===== config.mk =====
export PLATFORM = sky130hd
export DESIGN_NAME = detector_jogada
export DESIGN_NICKNAME = d
export VERILOG_FILES = /design/src/rtl/detector_jogada_pkg.sv /design/src/rtl/detector_jogada_sincronizador.sv /design/src/rtl/detector_jogada.sv
export SDC_FILE = /design/constraint.sdc
export NUM_CORES = 1
export LEC_CHECK = 0
export BUFFER_PORTS_ARGS = -buffer_cell sky130_fd_sc_hd__buf_2
export CORE_AREA = 2 2 52 54
export CTS_BUF_LIST = sky130_fd_sc_hd__clkbuf_4 sky130_fd_sc_hd__clkbuf_8 sky130_fd_sc_hd__clkbuf_16
export DETAILED_ROUTE_END_ITERATION = 6
export DIE_AREA = 0 0 54 56
export GPL_ROUTABILITY_DRIVEN = 0
export PLACE_DENSITY = 0.7
export SLEW_MARGIN = 15
export SYNTH_ARGS = -nofsm -noshare
export SYNTH_HDL_FRONTEND = slang
export SYNTH_HIERARCHICAL = 1
export SYNTH_SLANG_ARGS = --single-unit

===== constraint.sdc =====
create_clock -name clock -period 2.3 [get_ports clock]
set_input_delay 0.115 -clock clock [delete_from_list [all_inputs] [get_ports clock]]
set_output_delay 0.115 -clock clock [all_outputs]
set_load 0.03 [all_outputs]

===== src/rtl/detector_jogada_pkg.sv =====
// detector_jogada_pkg: state encoding shared by the button front-end and its debug display
package detector_jogada_pkg;
  typedef enum logic [2:0] {
    OCIOSO        = 3'd0,
    FILTRANDO     = 3'd1,
    REGISTRA      = 3'd2,
    ESPERA_SOLTAR = 3'd3,
    SOLTANDO      = 3'd4
  } estado_t;
  localparam int DEBOUNCE_DEFAULT = 10;
endpackage


===== src/rtl/detector_jogada_sincronizador.sv =====
// sincronizador_2ff: two-flop synchroniser for asynchronous button levels
module sincronizador_2ff #(
  parameter int WIDTH = 4
) (
  input  logic             clock,
  input  logic             reset,
  input  logic [WIDTH-1:0] d,
  output logic [WIDTH-1:0] q
);
  logic [WIDTH-1:0] meta;
  always_ff @(posedge clock) begin
    if (reset) {q, meta} <= '0;
    else {q, meta} <= {meta, d};
  end
endmodule


===== src/rtl/detector_jogada.sv =====
// detector_jogada: synchronises, debounces and captures one pattern per button press
module detector_jogada
  import detector_jogada_pkg::*;
#(
  parameter int DEBOUNCE_CYCLES = DEBOUNCE_DEFAULT,
  parameter int WIDTH           = 4
) (
  input  logic             clock,
  input  logic             reset,
  input  logic             limpa,
  input  logic             habilita,
  input  logic [WIDTH-1:0] botoes,
  output logic [WIDTH-1:0] jogada,
  output logic             jogada_feita,
  output logic             jogada_invalida,
  output logic             tem_jogada,
  output logic [2:0]       db_estado
);
  localparam int CW = $clog2(DEBOUNCE_CYCLES);
  localparam logic [CW-1:0] CNT_MAX = CW'(DEBOUNCE_CYCLES - 1);
  estado_t estado;
  logic [WIDTH-1:0] botoes_s, amostra;
  logic [CW-1:0] cnt;
  sincronizador_2ff #(.WIDTH(WIDTH)) u_sync (
    .clock(clock),
    .reset(reset),
    .d(botoes),
    .q(botoes_s)
  );
  always_ff @(posedge clock) begin
    if (reset) begin
      estado          <= OCIOSO;
      amostra         <= '0;
      cnt             <= '0;
      jogada          <= '0;
      jogada_invalida <= 1'b0;
      tem_jogada      <= 1'b0;
    end else begin
      tem_jogada <= |botoes_s;
      if (limpa) begin
        jogada          <= '0;
        jogada_invalida <= 1'b0;
      end
      case (estado)
        OCIOSO:
          if (|botoes_s) begin
            estado  <= FILTRANDO;
            amostra <= botoes_s;
            cnt     <= '0;
          end
        FILTRANDO:
          if (botoes_s == '0) estado <= OCIOSO;
          else if (botoes_s != amostra) begin
            amostra <= botoes_s;
            cnt     <= '0;
          end else if (cnt == CNT_MAX) begin
            // a disabled or cleared acceptance still consumes the press
            if (habilita && !limpa) begin
              estado          <= REGISTRA;
              jogada          <= amostra;
              jogada_invalida <= $countones(amostra) != 1;
            end else estado <= ESPERA_SOLTAR;
          end else cnt <= cnt + 1'b1;
        REGISTRA: estado <= ESPERA_SOLTAR;
        ESPERA_SOLTAR:
          if (botoes_s == '0) begin
            estado <= SOLTANDO;
            cnt    <= '0;
          end
        SOLTANDO:
          if (|botoes_s) estado <= ESPERA_SOLTAR;
          else if (cnt == CNT_MAX) estado <= OCIOSO;
          else cnt <= cnt + 1'b1;
        default: estado <= OCIOSO;
      endcase
    end
  end
  assign jogada_feita = estado == REGISTRA;
  assign db_estado    = estado;
endmodule


==> Yosys cells after proc, flatten, opt, wreduce, memory -nomap -nowiden <==
Cells that the tools add are included.
{ "word_totals": {"reg_bits": 25, "inputBits": 8, "output_inout_bits": 10} }
{ "op_classes": {"n_addsub": 4, "eq_ne": 15, "muxes": 32, "reduce_logical": 10} }
{ "op_table": {"columns": ["op", "count"], "rows": [
  ["4-bit 2-to-1 mux", 15],
  ["3-bit 2-to-1 mux", 7],
  ["4-bit one-hot mux with 4 select lines", 1],
  ["3-bit one-hot mux with 5 select lines", 1],
  ["2-bit != test, second input constant", 5],
  ["5-bit AND reduction", 2],
  ["3-bit != test, second input constant", 3],
  ["4-bit one-hot mux with 2 select lines", 1],
  ["1-bit 2-to-1 mux", 7],
  ["3-bit by 2-bit equality test with 1-bit output, second input constant", 2],
  ["1-bit by 1-bit adder with 2-bit output", 2],
  ["4-bit by 1-bit adder with 4-bit output, second input constant", 1],
  ["4-bit equality test, second input constant", 1],
  ["4-bit logical NOT", 1],
  ["4-bit != test", 1],
  ["4-bit AND reduction", 1],
  ["4-bit nonzero test", 1],
  ["4-bit OR reduction", 1],
  ["2-bit by 2-bit adder with 3-bit output", 1],
  ["3-bit by 1-bit equality test with 1-bit output, second input constant", 1],
  ["3-bit equality test, second input constant", 1],
  ["3-bit logical NOT", 1],
  ["3-bit by 1-bit != test with 1-bit output, second input constant", 1],
  ["2-bit nonzero test", 1],
  ["other kinds (2)", 2]
]} }

==> Depth between registers and ports, before layout <==
{ "depth": {"depth_word": 8, "ltp_mapped": 8, "depth_no_buf": 8} }

==> Cells and area by module <==
Netlist, hierarchy kept.
{ "by_module_without_submodules": {"columns": ["mod", "instances", "cells_each", "area_per_inst_um2"], "rows": [
  ["detector_jogada", 1, 111, 982.2],
  ["sincronizador_2ff", 1, 16, 210.2]
]} }

==> Worst setup path before layout <==
OpenSTA, ideal clock, no wires.
{ "synth_timing": {"kind": "register to register", "start": "reg amostra[0]", "end": "reg jogada_invalida", "t_arrival_ps": 1639, "t_required_ps": 2168, "path_slack_ps": 529, "path_stages_with_launch": 9, "path_buffers": 0, "path_cell_list": "dfxtp_1 inv_1 fa_1 inv_1 ha_1 ha_1 nor2_1 a21o_1 a21oi_1"} }
{ "synth_via": {"elab_chain_cells": 8, "word_cells_on_any_way": 9} }
{ "synth_rtl": {"columns": ["element", "line_no", "rtl"], "rows": [
  ["from (decl)", "detector_jogada.sv:22", "logic [WIDTH-1:0] botoes_s, amostra;"],
  ["from (signal assigned)", "detector_jogada.sv:48", "amostra <= botoes_s;"],
  ["from (signal assigned)", "detector_jogada.sv:54", "amostra <= botoes_s;"],
  ["1-bit by 1-bit adder with 2-bit output (not written as such)", "detector_jogada.sv:61", "jogada_invalida <= $countones(amostra) != 1;"],
  ["2-bit by 2-bit adder with 3-bit output (not written as such)", "detector_jogada.sv:61", null],
  ["3-bit by 1-bit != test with 1-bit output", "detector_jogada.sv:61", null],
  ["1-bit 2-to-1 mux", "detector_jogada.sv:58", "if (habilita && !limpa) begin"],
  ["1-bit 2-to-1 mux", "detector_jogada.sv:56", "end else if (cnt == CNT_MAX) begin"],
  ["1-bit 2-to-1 mux *", "detector_jogada.sv:53", "else if (botoes_s != amostra) begin"],
  ["1-bit 2-to-1 mux *", "detector_jogada.sv:52", "if (botoes_s == '0) estado <= OCIOSO;"],
  ["1-bit 2-to-1 mux *", "detector_jogada.sv:44", "case (estado)"],
  ["to (signal assigned)", "detector_jogada.sv:36", "jogada_invalida <= 1'b0;"],
  ["to (signal assigned)", "detector_jogada.sv:42", "jogada_invalida <= 1'b0;"],
  ["to (signal assigned)", "detector_jogada.sv:61", null],
  ["to (decl)", "detector_jogada.sv:15", "output logic jogada_invalida,"]
]} }
Mark *: on every way between the ends. The rest lies on a longest branch, timed or not.
A chain may end at the register's enable or synchronous reset.

==> Final worst setup path <==
Same ends and word-level chain as after synthesis.

==> reports/metrics.csv <==
metric,value,unit
synthDistinctLibCells,35,
slew_headroom,68.8,%
synthSimpleGateAreaFrac,28.3,%
mostFrequentLayoutCell,dfxtp_1,
ys_top_cells_by_area,"dfxtp_1 42%, nor2b_1 5.8%, mux2i_1 5.0%, ha_1 4.2%, nor2_1 4.1%",
die_area,3020,sq um
ys_warn_count,6,
worstSkewPairLatency,0.31,ns
post_cts_buffers,0,
cts_made_buffers,3,
cp_data_arrival_time,2.09,ns
nFillCells,228,
hold_violations,0,
m1WireLength,1080,microns
wl_per_cell,12.1,microns
cts.clk_slew.worst_paths,0.14,ns
core-area,2430,sq um
top_layer,met4,
grt_start_max_net_pins,29,
post_synth_xor_area_fraction,2.94,%
ctsHtreeMaxLevel,1,
fp-row-count,18,
drt-initial-drc-count,6,
die_h,56,microns
synth_seq_cells,25,
fmax,528,MHz
viasPerCell,5.28,
synth_top_area_share,42.0,%
synthCells,127,
clockRootBuffer,clkbuf_4,
grt_pass1_wl,3640,microns
io_pins,18,
netlist_area,1190,sq um
final_area,1370,sq um
final-setup-viol-count,0,
io_buffer_count,17,
startpoint_type,flip-flop,
yosysTopAreaCell,dfxtp_1,
grt_antenna_before_repair,0,
finalSetupTns,0,ns
clock_sinks,25,
hold_path_class,input port to flip-flop,
avgSynthCellArea,9.39,sq um
worstMarginPinSlew,0.469,ns
cap_violations,0,
antenna_left,0,
path_cells,inv_1 -> fa_1 -> inv_1 -> ha_1 -> ha_1 -> nor2_1 -> a21o_1 -> a21oi_1,
synth_fa_ha_area_share,5.88,%
peakVddDrop,0.441,mV
muxShareOfSynthArea,5.04,%
cpMaxStageDelayCell,fa_1,
drive_gt1_share,18.9,%
required,2.50,ns
grt_pass1_vias,884,
cts_tree,done,
synthToLayoutAreaGrowth,14.5,%
cp-end-kind,flip-flop,
critical_path_class,flip-flop to flip-flop,
p_per_area,552,nW/um^2
critPathMaxStageDelay,0.55,ns
leakage,0.584,nW
clock_path_buffers,2,
fin_nets,162,
slew_viol_final,0,
cp_max_fo,3,
whs,0.00651,ns
utilization,56.1,%
fin_skew,0.00692,ns
drt-total-wl,2150,microns
synth_nets,140,
wl_met2,1010,microns
synth_compound_area_share,11.8,%
dr.pass1.iters,4,
finalCritPeriodShare,82.4,%
overflow,0,
p_total,0.000753,W
die-width,54,microns
status,finished clean,
route.met3.wl,47,microns
final_cell_mix,"25 x dfxtp_1, 17 x buf_2, 13 x nor2_1, 11 x nor2b_1",
vias,940,
drc,0,
rsz0062_at_grt,false,
placed_area,1310,sq um
hpwl,1530,microns
diodes,0,
synth_top_family_by_area,simple AND/OR/NAND/NOR gates,
grt_usage,15.6,%
finalCriticalPeriod,1.90,ns
start_util,49.0,%
ys_seq_area_share,42.0,%
## worst paths after layout
path,endpoint,cells after the start,start,slack [ns]
worst max-delay path,jogada_invalida$_SDFF_PP0_,8,amostra[0]$_SDFFE_PP0P_,0.40
worst min register to register,u_sync/q[2]$_SDFF_PP0_,1,u_sync/meta[2]$_SDFF_PP0_,0.45
worst min-delay path,u_sync/meta[2]$_SDFF_PP0_,2,botoes[2],0.007
worst max register to register,jogada_invalida$_SDFF_PP0_,8,amostra[0]$_SDFFE_PP0P_,0.40
## sequential cells by signal, summed over array words and instances, names as in the netlist
signal and cells:
amostra 4, cnt 4, jogada 4, u_sync/meta 4, u_sync/q 4, db_estado 3, jogada_invalida 1, tem_jogada 1
## final cells by class
type / count / area, sq um / share of cell area [%]
multi-input cells: 90 / 643 / 47.1
flip-flops and latches: 25 / 500 / 36.7
well taps: 30 / 37.5 / 2.75
repair buffers: 22 / 130 / 9.53
clock buffers: 3 / 22.5 / 1.65
clock inverters: 1 / 5.00 / 0.367
inverters: 7 / 26.3 / 1.92
## worst max-delay path: cells and delay by family (launching register included)
| kind | cells | cell delay [ns] |
|---|---|---|
| AO/OA/AOI/OAI | 2 | 0.18 |
| buffers and inverters | 2 | 0.13 |
| adder cells (fa/ha/maj) | 3 | 0.98 |
| flip-flops | 1 | 0.39 |
| AND/OR/NAND/NOR | 1 | 0.11 |
## cells in the mapped netlist
library cell,count
nor2b_1,11
fa_1,1
a2bb2oi_1,1
a211oi_1,1
nand3b_1,1
nand2b_1,1
a221oi_1,1
xnor2_1,4
o21bai_1,2
a31oi_1,1
nor3_1,4
nand3_1,3
o31ai_1,4
o22ai_1,1
nand4_1,2
clkbuf_1,2
nor4_1,1
nand4b_2,1
or3b_1,1
nor2_1,13
and3_4,1
a21oi_1,4
or2_2,1
a31oi_4,1
or3_1,3
inv_1,7
a41oi_1,1
dfxtp_1,25
nand2_1,7
ha_1,4
nor3b_1,6
a21o_1,1
mux2i_1,6
buf_2,3
nor4_4,1
## through the flow
step,setup WS [ns],instances
after detailed placement,0.410,171
after CTS,0.390,178
after global placement,0.484,171
final,0.405,178
after floorplan,0.529,127
after global routing,0.330,178
## cells by family (layout without fill, tap and decap cells)
logic type,count (synthesis),count (layout)
and+or+nand+nor,57,57
adders and majority gates,5,5
muxes,6,6
xor gates and xnor gates,4,4
buffers and inverters,12,33
DFF,25,25
AOI/OAI and AO/OA,18,18
## power by group
part | switching [W] | total, W | leakage, nW | internal (W)
logic | 0.0000558 | 0.000101 | 0.362 | 0.0000456
registers | 0.0000123 | 0.000458 | 0.204 | 0.000446
clock network | 0.000128 | 0.000193 | 0.0177 | 0.0000649
total | 0.000197 | 0.000753 | 0.584 | 0.000557
## routing by layer
| metal | GRT usage (%) | up-vias |
|---|---|---|
| li1 | - | 484 |
| met1 | 21.0 | 444 |
| met2 | 25.3 | 10 |
| met3 | 2.42 | 2 |
| met4 | 4.29 | 0 |
| met5 | 0 | - |
## repair_timing
item                      4_1_cts  5_1_grt
hold endpoints to repair        3        0
hold buffers                    3        0
gates resized for setup         0        0
Note: power is estimated with default switching activity, not from simulation.
